$ cat src/rtl/fnd_scan_controller.sv
// fnd_scan_controller: time-multiplexed scan sequencer for a 4-digit FND driver.
// Holds a double-buffered 4-nibble BCD word. A loaded word is committed only
// at frame start, so a frame never tears. Each digit gets a dark gap
// (BLANK_CYC cycles) and then a lit slot (SHOW_CYC cycles).
// Optional feature macro: FND_LZ_BLANK_EN enables leading-zero blanking.
module fnd_scan_controller #(
  parameter int unsigned SHOW_CYC  = 100000,
  parameter int unsigned BLANK_CYC = 8,
  parameter int unsigned CNT_W     = 17
) (
  input  logic        i_clk,
  input  logic        i_reset_n,
  input  logic        i_EN,
  input  logic        i_load,
  input  logic [15:0] i_Value,
  output logic        o_EN,
  output logic [1:0]  o_DigitSelect,
  output logic [3:0]  o_Value,
  output logic        o_frame_done,
  output logic        o_pending
);

  typedef enum logic [1:0] {IDLE, BLANK, SHOW} state_t;

  localparam logic [CNT_W-1:0] SHOW_LAST  = CNT_W'(SHOW_CYC - 1);
  localparam logic [CNT_W-1:0] BLANK_LAST = CNT_W'((BLANK_CYC == 0) ? 0 : BLANK_CYC - 1);

  state_t           state, state_nx;
  logic [CNT_W-1:0] cnt, cnt_nx;
  logic [1:0]       digit, digit_nx;
  logic [15:0]      display, display_nx;
  logic [15:0]      pend_buf, pend_buf_nx;
  logic             pending, pending_nx;
  logic             commit;
  logic             lit_nx;

  // Next-state computation; outputs are registered from these next values so
  // that every output is aligned with the state it describes.
  always_comb begin
    state_nx    = state;
    cnt_nx      = cnt + CNT_W'(1);
    digit_nx    = digit;
    display_nx  = display;
    pend_buf_nx = pend_buf;
    pending_nx  = pending;
    commit      = 1'b0;

    if (!i_EN) begin
      state_nx = IDLE;
      cnt_nx   = '0;
      digit_nx = 2'd0;
    end else begin
      case (state)
        IDLE: begin
          // A zero-length gap skips BLANK entirely.
          state_nx = (BLANK_CYC == 0) ? SHOW : BLANK;
          cnt_nx   = '0;
          digit_nx = 2'd0;
          commit   = 1'b1;
        end
        BLANK: begin
          if (cnt == BLANK_LAST) begin
            state_nx = SHOW;
            cnt_nx   = '0;
          end
        end
        SHOW: begin
          if (cnt == SHOW_LAST) begin
            state_nx = (BLANK_CYC == 0) ? SHOW : BLANK;
            cnt_nx   = '0;
            digit_nx = digit + 2'd1;
            commit   = (digit == 2'd3);
          end
        end
        default: begin
          state_nx = IDLE;
          cnt_nx   = '0;
          digit_nx = 2'd0;
        end
      endcase
    end

    // Commit sees the buffer as it stood before this edge; a simultaneous
    // load then refills it and keeps pending set for the next frame.
    if (commit && pending) begin
      display_nx = pend_buf;
      pending_nx = 1'b0;
    end
    if (i_load) begin
      pend_buf_nx = i_Value;
      pending_nx  = 1'b1;
    end
  end

  // Leading-zero blanking decision for the digit about to be presented.
  always_comb begin
    lit_nx = 1'b1;
`ifdef FND_LZ_BLANK_EN
    case (digit_nx)
      2'd1:    lit_nx = |display_nx[15:4];
      2'd2:    lit_nx = |display_nx[15:8];
      2'd3:    lit_nx = |display_nx[15:12];
      default: lit_nx = 1'b1;
    endcase
`endif
  end

  // Sequencer state, buffers and registered outputs.
  always_ff @(posedge i_clk or negedge i_reset_n) begin
    if (!i_reset_n) begin
      state         <= IDLE;
      cnt           <= '0;
      digit         <= 2'd0;
      display       <= '0;
      pend_buf      <= '0;
      pending       <= 1'b0;
      o_EN          <= 1'b0;
      o_DigitSelect <= 2'd0;
      o_Value       <= 4'd0;
      o_frame_done  <= 1'b0;
    end else begin
      state         <= state_nx;
      cnt           <= cnt_nx;
      digit         <= digit_nx;
      display       <= display_nx;
      pend_buf      <= pend_buf_nx;
      pending       <= pending_nx;
      o_EN          <= (state_nx == SHOW) && lit_nx;
      o_DigitSelect <= digit_nx;
      o_Value       <= display_nx[{digit_nx, 2'b00} +: 4];
      o_frame_done  <= (state_nx == SHOW) && (cnt_nx == SHOW_LAST) && (digit_nx == 2'd3);
    end
  end

  assign o_pending = pending;

endmodule

$ cat config.mk
export PLATFORM = sky130hd
export DESIGN_NAME = fnd_scan_controller
export DESIGN_NICKNAME = d
export VERILOG_FILES = /design/src/rtl/fnd_scan_controller.sv
export SDC_FILE = /design/constraint.sdc
export NUM_CORES = 1
export LEC_CHECK = 0
export BUFFER_PORTS_ARGS = -buffer_cell sky130_fd_sc_hd__buf_2
export CORE_UTILIZATION = 35
export CTS_BUF_LIST = sky130_fd_sc_hd__clkbuf_4
export CTS_CLUSTER_DIAMETER = 200
export DETAILED_ROUTE_END_ITERATION = 7
export SLEW_MARGIN = 20
export SYNTH_ARGS = -nofsm -noshare
export SYNTH_HDL_FRONTEND = slang
export SYNTH_SLANG_ARGS = --single-unit
$ cat constraint.sdc
create_clock -name i_clk -period 6.8 [get_ports i_clk]
set_clock_uncertainty 0.2 [all_clocks]
set_input_delay 1.7 -clock i_clk [delete_from_list [all_inputs] [get_ports i_clk]]
set_output_delay 1.7 -clock i_clk [all_outputs]
set_load 0.005 [all_outputs]
==> results of run 1 <==
synthesized netlist by cell type (all sizes together), types with 4 or more instances:
master / instances
and4: 4
xor2: 5
nor2: 25
nand3: 8
ha: 6
xnor2: 11
mux2: 32
nor3: 5
nand2: 9
buf: 8
a21oi: 4
nor4: 7
inv: 10
dfrtp: 60
nand4: 7
mux2i: 14
metal layers:
layer	up-vias	global-route usage	wire length (um)	part of all wire
li1	938	-	-	-
met3	10	0.0333	151	0.027
met5	-	0	0	0
met1	946	0.198	2720	0.49
met2	27	0.206	2530	0.46
met4	0	0.0769	119	0.022
worst min-delay path by stage:
stage,slack (ps),start,cells past startpoint,to
2_1_floorplan,250,display[10],1,display[10]
3_3_place_gp,280,display[2],1,display[2]
3_5_place_dp,280,display[2],1,display[2]
4_1_cts,300,display[2],1,display[2]
5_1_grt,310,display[2],1,display[2]
6_report,290,display[2],1,display[2]
report_power, final:
group | leakage (nW) | total [W] | internal (W) | switching, W
logic | 0.615 | 0.0000878 | 0.0000456 | 0.0000422
clock network | 0.0769 | 0.000265 | 0.000144 | 0.000121
registers | 0.753 | 0.000412 | 0.000397 | 0.0000147
per-stage QoR:
stage	utilization	area, um2	std cells	power, W
4_1_cts	0.417	3290	383	0.000779
3_3_place_gp	0.398	3140	368	0.000506
6_report	0.417	3290	383	0.000765
3_5_place_dp	0.398	3140	368	0.000510
5_1_grt	0.417	3290	383	0.000807
2_1_floorplan	-	2920	247	0.000472
kinds of logic after synthesis:
logic type	count (synthesis)	share of synthesized area
adder cells (fa/ha/maj)	6	0.0257
buffers and inverters	21	0.0373
AND/OR/NAND/NOR	76	0.146
XOR/XNOR	16	0.0480
multiplexers	46	0.171
AO/OA/AOI/OAI	22	0.0574
flip-flops	60	0.514
critical path: stages:
cell and delay [ps]:
buf_2 130, and2_1 200, nand3_1 100, a21oi_1 50, a311oi_2 900, mux2i_1 270
mux2i_1 90
final cells by class:
cell class / count / area [um2]
tap: 102 / 128
timing repair buffer: 30 / 155
multi-input combinational: 166 / 1320
sequential: 60 / 1500
clock inverter: 6 / 80.1
fill: 768 / 4600
inverter: 10 / 37.5
clock buffer: 9 / 67.6
state kept, by name, indices dropped and copies added, names as in the netlist:
name	count
cnt	17
digit	2
display	16
o_EN	1
o_Value	4
o_frame_done	1
o_pending	1
pend_buf	16
state	2
==> out/summary.txt, run 1 <==
outcome - finished, final reports clean
worst path required time - 6840 ps
warnings from Yosys - 0
vias in the first global route - 1862
chip width - 93.4 um
H-tree depth - 3
Tcrit/Tclk final - 0.500
reg2reg start - cnt[0]
CP endpoint - o_Value[1]
Overflow after GRT - 0
top_reg_cell synth - dfrtp_1
Synth Cell Area - 2920 um2
worst hold path class - flip-flop to flip-flop
fmax - 294 MHz
crit-path max FO - 10
final hold violation count - 0
number of gates resized after CTS - 0
# DRC - 0
R2R setup slack - 3700 ps
register bit total from synthesis - 60
Area contributors post-synth - dfrtp_1, mux2_2, mux2i_1
Die Y - 93.4 um
Syn Area/Cell - 11.8 um2
leakage power - 1.44 nW
Core Region - 7890 um2
RSZ-0062 raised after global routing - false
Seq/Total Area, Yosys - 0.514
share of cells above drive strength 1 - 0.288
critical path type - input pin to flip-flop
Worst Setup End Kind - flip-flop
hold buffers post-CTS - 0
first-pass GRT wire length - 9380 um
post-synth cell types - 48
CTS Buf Count - 9
Post-CTS Repair Setup Buffers - 0
ANT nets after route - 0
hpwl dp - 3830 um
DR WL/cell - 14.4 um
clk sink count - 60
CTS clk-pin slew, worst paths - 110 ps
pwr/cell area - 233 nW/um2
commonest cells after routing, fill and taps aside - dfrtp_1, buf_2, mux2_2
hold slack - 293 ps
Post-synth EDFFs - 0
clk buf depth - 2
RePlAce Congestion - 0.747
Initial Utilization - 0.370
commonest non-fill, non-tap cell in the layout - dfrtp_1
synth-to-layout area growth - 12.5%
worst vdd ir - 0.0779 mV
max-cap viol count - 0
worst reg2reg endpoint - o_Value[1]
std cell rows - 32
Final Max Tran Viols - 0
Setup Viol. Count Final - 0
vias - 1921
total track usage - 0.143
cells after synthesis - 247
antenna cells - 0
Slew Limit Headroom - 0.298
Arr. time, crit path - 3450 ps
Port Buffer Count - 28
Synth top area share - 0.514
minimum clock period after layout - 3400 ps
routed vias/inst - 5.02
DRT Pass-1 Iters - 5
clk root buf - clkbuf_4
largest net degree at the start of global routing - 61
DP Worst Slack - 2970 ps
post-synthesis net count - 273
final setup margin - 3400 ps
nets - 303
DR iter-0 viols - 89
Critical Path Start Type - input pin
Reg2Reg Depth - 7
Worst-Skew Late Latency - 390 ps
Critical Path Start - i_EN
CTS tree - yes
post-synth top area cell - dfrtp_1
setup tns final - 0 ps
final WL - 5520 um
Least-Margin Pin Slew - 1050 ps
antenna violations before repair - 0
Die Area - 8720 um2
IO Pins - 29
share of flip-flops with an asynchronous set or reset - 1.00
Power figures use the tool's default switching activity.
==> inputs of run 2 (changes only) <==
==> constraint.sdc (replaced) <==
create_clock -name i_clk -period 3.2 [get_ports i_clk]
set_clock_uncertainty 0.2 [all_clocks]
set_input_delay 0.8 -clock i_clk [delete_from_list [all_inputs] [get_ports i_clk]]
set_output_delay 0.8 -clock i_clk [all_outputs]
set_load 0.005 [all_outputs]
==> run 2 against run 1 <==
Die area did not move. Flip-flop and latch count did not move. Final area rose by 0.69%. Global-route usage fell by 0.20 points. Power rose by 110%. Combinational power rose by 110%. Via count rose by 0.16%. Critical endpoint is now o_Value[0]. Register-to-register slack got worse by 3200 ps. Clock-buffer cell count rose by 1.
==> out/summary.txt, run 2 (synthesis results as in run 1) <==
outcome - finished, final reports clean
CTS clk-pin slew, worst paths - 100 ps
crit-path max FO - 9
Multi-input gate area - 1320 um2
final hold violation count - 0
setup tns final - 0 ps
leakage power - 1.46 nW
clk sink count - 60
clk buf depth - 2
Setup Viol. Count Final - 0
antenna violations before repair - 0
Finished Cell Area - 3310 um2
Least-Margin Pin Slew - 863 ps
max reg flops - 17
chip width - 93.4 um
antenna cells - 0
Worst-Skew Late Latency - 390 ps
H-tree depth - 3
worst vdd ir - 0.184 mV
Overflow after GRT - 0
Slew Limit Headroom - 0.425
hold buffers post-CTS - 0
Die Area - 8720 um2
hpwl dp - 3770 um
vias in the first global route - 1890
hold slack - 292 ps
synth-to-layout area growth - 13.3%
commonest cells after routing, fill and taps aside - dfrtp_1, buf_2, mux2_2
FILL cells - 750
Critical Path Start Type - flip-flop
commonest non-fill, non-tap cell in the layout - dfrtp_1
Die Y - 93.4 um
clk root buf - clkbuf_4
RePlAce Congestion - 0.734
Worst Setup End Kind - flip-flop
Worst path slowest cell - dfrtp_1
WP buf/inv - 1
Reg area - 1500 um2
worst path required time - 3280 ps
DR WL/cell - 13.9 um
Final Max Tran Viols - 0
Post-CTS Repair Setup Buffers - 0
std cell rows - 32
Tcrit/Tclk final - 0.855
vias - 1924
CTS tree - yes
Placed Area - 3170 um2
Biggest register - cnt
max-cap viol count - 0
DR iter-0 viols - 132
pwr/cell area - 479 nW/um2
total track usage - 0.141
# DRC - 0
fmax - 366 MHz
total chip power - 0.00159 W
Largest regs - cnt: 17 flops, display: 16 flops, pend_buf: 16 flops
share of cells above drive strength 1 - 0.308
nets - 307
RSZ-0062 raised after global routing - false
final WL - 5390 um
Port Buffer Count - 28
Initial Utilization - 0.370
worst hold path class - flip-flop to flip-flop
Post-Layout Cell Count - 388
number of gates resized after CTS - 0
Cell Chain, Critical Path - ha_1, and4_1, and4_1, a21oi_1, a311oi_2, buf_4, mux2i_1, mux2i_1
DRT Pass-1 Iters - 4
first-pass GRT wire length - 9250 um
CTS Buf Count - 9
# placed instances - 372
critical path type - flip-flop to flip-flop
IO Pins - 29
Core Region - 7890 um2
ANT nets after route - 0
Arr. time, crit path - 2810 ps
largest net degree at the start of global routing - 40
crit-path max cell delay - 420 ps
routed vias/inst - 4.96
CP delay by family, top - simple AND/OR/NAND/NOR gates
minimum clock period after layout - 2740 ps
[run 2: changes by cell type in the layout (fill, tap and decap cells not counted), sizes merged]
cell    delta
clkbuf     +1
buf        +4
bufinv     -1
clkinv     +1
[run 2: final cells by class]
class	count	area share
sequential	60	0.454
clock inverter	6	0.0197
clock buffer	10	0.0227
inverter	10	0.0113
timing repair buffer	34	0.0560
tap	102	0.0386
multi-input combinational	166	0.398
[run 2: routing by layer]
metal | global-route usage | vias up | part of all wire
li1 | - | 944 | -
met1 | 0.192 | 949 | 0.48
met2 | 0.204 | 25 | 0.48
met3 | 0.0431 | 6 | 0.031
met4 | 0.0654 | 0 | 0.016
met5 | 0 | - | 0
[run 2: worst paths after layout]
kind	from	end	slack (ps)	depth (start not counted)
min	display[13]	display[13]	290	1
min in group asynchronous	i_reset_n	cnt[12]	310	1
min reg2reg	display[13]	display[13]	290	1
max in group asynchronous	i_reset_n	pend_buf[4]	1790	2
max	cnt[0]	o_Value[0]	460	8
max reg2reg	cnt[0]	o_Value[0]	460	8
[run 2: report_power, final]
part / switching [W] / total, W / internal (W) / leakage (nW)
sequential: 0.0000307 / 0.000875 / 0.000844 / 0.753
clock: 0.000281 / 0.000528 / 0.000247 / 0.0763
combinational: 0.0000843 / 0.000183 / 0.0000986 / 0.635
total: 0.000396 / 0.00159 / 0.00119 / 1.46
[run 2: per-stage QoR]
step            util  setup slack [ps]
3_5_place_dp   0.402               469
6_report       0.420               464
5_1_grt        0.420               248
4_1_cts        0.420               460
3_3_place_gp   0.402               520
2_1_floorplan      -               651
==> inputs of run 3 (changes only) <==
==> constraint.sdc (replaced) <==
create_clock -name i_clk -period 3.2 [get_ports i_clk]
set_clock_uncertainty 0.2 [all_clocks]
set_input_delay 0.16 -clock i_clk [delete_from_list [all_inputs] [get_ports i_clk]]
set_output_delay 0.16 -clock i_clk [all_outputs]
set_load 0.005 [all_outputs]
==> run 3 against run 2 <==
Core utilization up 2.0 points. Sequential power about the same. Largest power group unchanged. Power down 0.78%. Flip-flop and latch count unchanged. Highest routed layer unchanged. Largest cell class unchanged. Wire length up 2.7%.
==> out/summary.txt, run 3 (synthesis results as in run 1) <==
Overflow after GRT - 0
reg2reg start - cnt[0]
ANT nets after route - 0
pwr/cell area - 454 nW/um2
hold slack - 38.3 ps
Post-CTS Repair Setup Buffers - 0
Tcrit/Tclk final - 0.850
vias in the first global route - 2060
clk root buf - clkbuf_4
max reg flops - 17
Placed Area - 3160 um2
critical path type - flip-flop to flip-flop
CTS clk-pin slew, worst paths - 100 ps
final setup margin - 480 ps
outcome - finished, final reports clean
DR iter-0 viols - 115
Initial Utilization - 0.370
routed vias/inst - 4.91
crit-path max FO - 16
RSZ-0062 raised after global routing - false
Biggest register - cnt
share of cells above drive strength 1 - 0.278
worst hold path class - input pin to flip-flop
antenna cells - 0
Largest regs - cnt: 17 flops, display: 16 flops, pend_buf: 16 flops
synth-to-layout area growth - 18.6%
Die Area - 8720 um2
CP delay by family, top - multiplexers
largest net degree at the start of global routing - 61
Final Max Tran Viols - 0
Cell Chain, Critical Path - ha_1, and4_1, nand4_4, o31ai_4, buf_4, mux2_2, mux2i_1, mux2i_1
Core Region - 7890 um2
Setup Viol. Count Final - 0
max-cap viol count - 0
DP Worst Slack - 471 ps
R2R setup slack - 480 ps
Critical Path Start - cnt[0]
final hold violation count - 0
H-tree depth - 3
antenna violations before repair - 0
clk buf depth - 2
worst path required time - 3280 ps
Arr. time, crit path - 2800 ps
Finished Cell Area - 3470 um2
CP endpoint - o_Value[0]
Post-Layout Cell Count - 404
leakage power - 1.53 nW
Critical Path Start Type - flip-flop
Die Y - 93.4 um
DRT Pass-1 Iters - 4
Worst path most repeated cell - mux2i_1
Critical Path Stages - 8
minimum clock period after layout - 2720 ps
DR WL/cell - 13.7 um
vias - 1984
Reg2Reg Depth - 8
Worst-Skew Late Latency - 400 ps
Least-Margin Pin Slew - 739 ps
# placed instances - 371
final WL - 5540 um
commonest non-fill, non-tap cell in the layout - dfrtp_1
# DRC - 0
CTS Buf Count - 9
setup tns final - 0 ps
first-pass GRT wire length - 9670 um
nets - 324
crit-path max cell delay - 420 ps
IO Pins - 29
total track usage - 0.146
hpwl dp - 3690 um
RePlAce Congestion - 0.763
CTS tree - yes
Worst Setup End Kind - flip-flop
std cell rows - 32
Worst path slowest cell - dfrtp_1
clk sink count - 60
FILL cells - 754
WP buf/inv - 1
worst vdd ir - 0.201 mV
fmax - 368 MHz
Slew Limit Headroom - 0.507
worst reg2reg endpoint - o_Value[0]
Port Buffer Count - 28
chip width - 93.4 um
commonest cells after routing, fill and taps aside - dfrtp_1, buf_2, mux2_2
## run 3: changes by cell type in the layout (fill, tap and decap cells not counted)
cell | before | now
dlygate4sd3_1 | 0 | 18
clkinvlp_4 | 1 | 0
buf_4 | 6 | 5
clkinv_4 | 2 | 1
clkinv_1 | 0 | 2
clkbuf_4 | 10 | 9
## run 3: layout make-up
cell class,count,area (um2),area share
clock inverter,6,56.3,0.0162
sequential,60,1500,0.433
clock buffer,9,67.6,0.0195
multi-input combinational,166,1320,0.380
timing repair buffer,51,358,0.103
inverter,10,37.5,0.0108
tap,102,128,0.0368
## run 3: repair_timing
item                      in CTS  in global routing
hold buffers                  18                  0
gates resized for setup        0                  0
hold endpoints to repair      79                  0
## run 3: layer usage
metal / up-vias / track usage / part of all wire
met5: - / 0 / 0
met4: 0 / 0.0885 / 0.026
met3: 8 / 0.0276 / 0.027
met2: 35 / 0.219 / 0.46
met1: 961 / 0.195 / 0.49
li1: 980 / - / -
## run 3: worst min path at each step
stage,from,to,slack [ps],depth (start not counted)
floorplan,i_reset_n,cnt[0],-340,0
global placement,i_reset_n,cnt[6],170,2
detailed placement,i_reset_n,cnt[7],170,2
CTS,i_load,o_pending,20,2
global route,i_load,o_pending,30,2
finish,i_load,o_pending,40,2
## run 3: metrics by stage
| stage | util | total power, W |
|---|---|---|
| 2_1_floorplan | - | 0.00100 |
| 3_3_place_gp | 0.401 | 0.00107 |
| 3_5_place_dp | 0.401 | 0.00108 |
| 4_1_cts | 0.439 | 0.00160 |
| 5_1_grt | 0.439 | 0.00166 |
| 6_report | 0.439 | 0.00157 |
## run 3: where the power goes
part	switching, W	total [W]	internal [W]
clock	0.000271	0.000499	0.000228
sequential	0.0000286	0.000873	0.000844
combinational	0.0000903	0.000203	0.000112
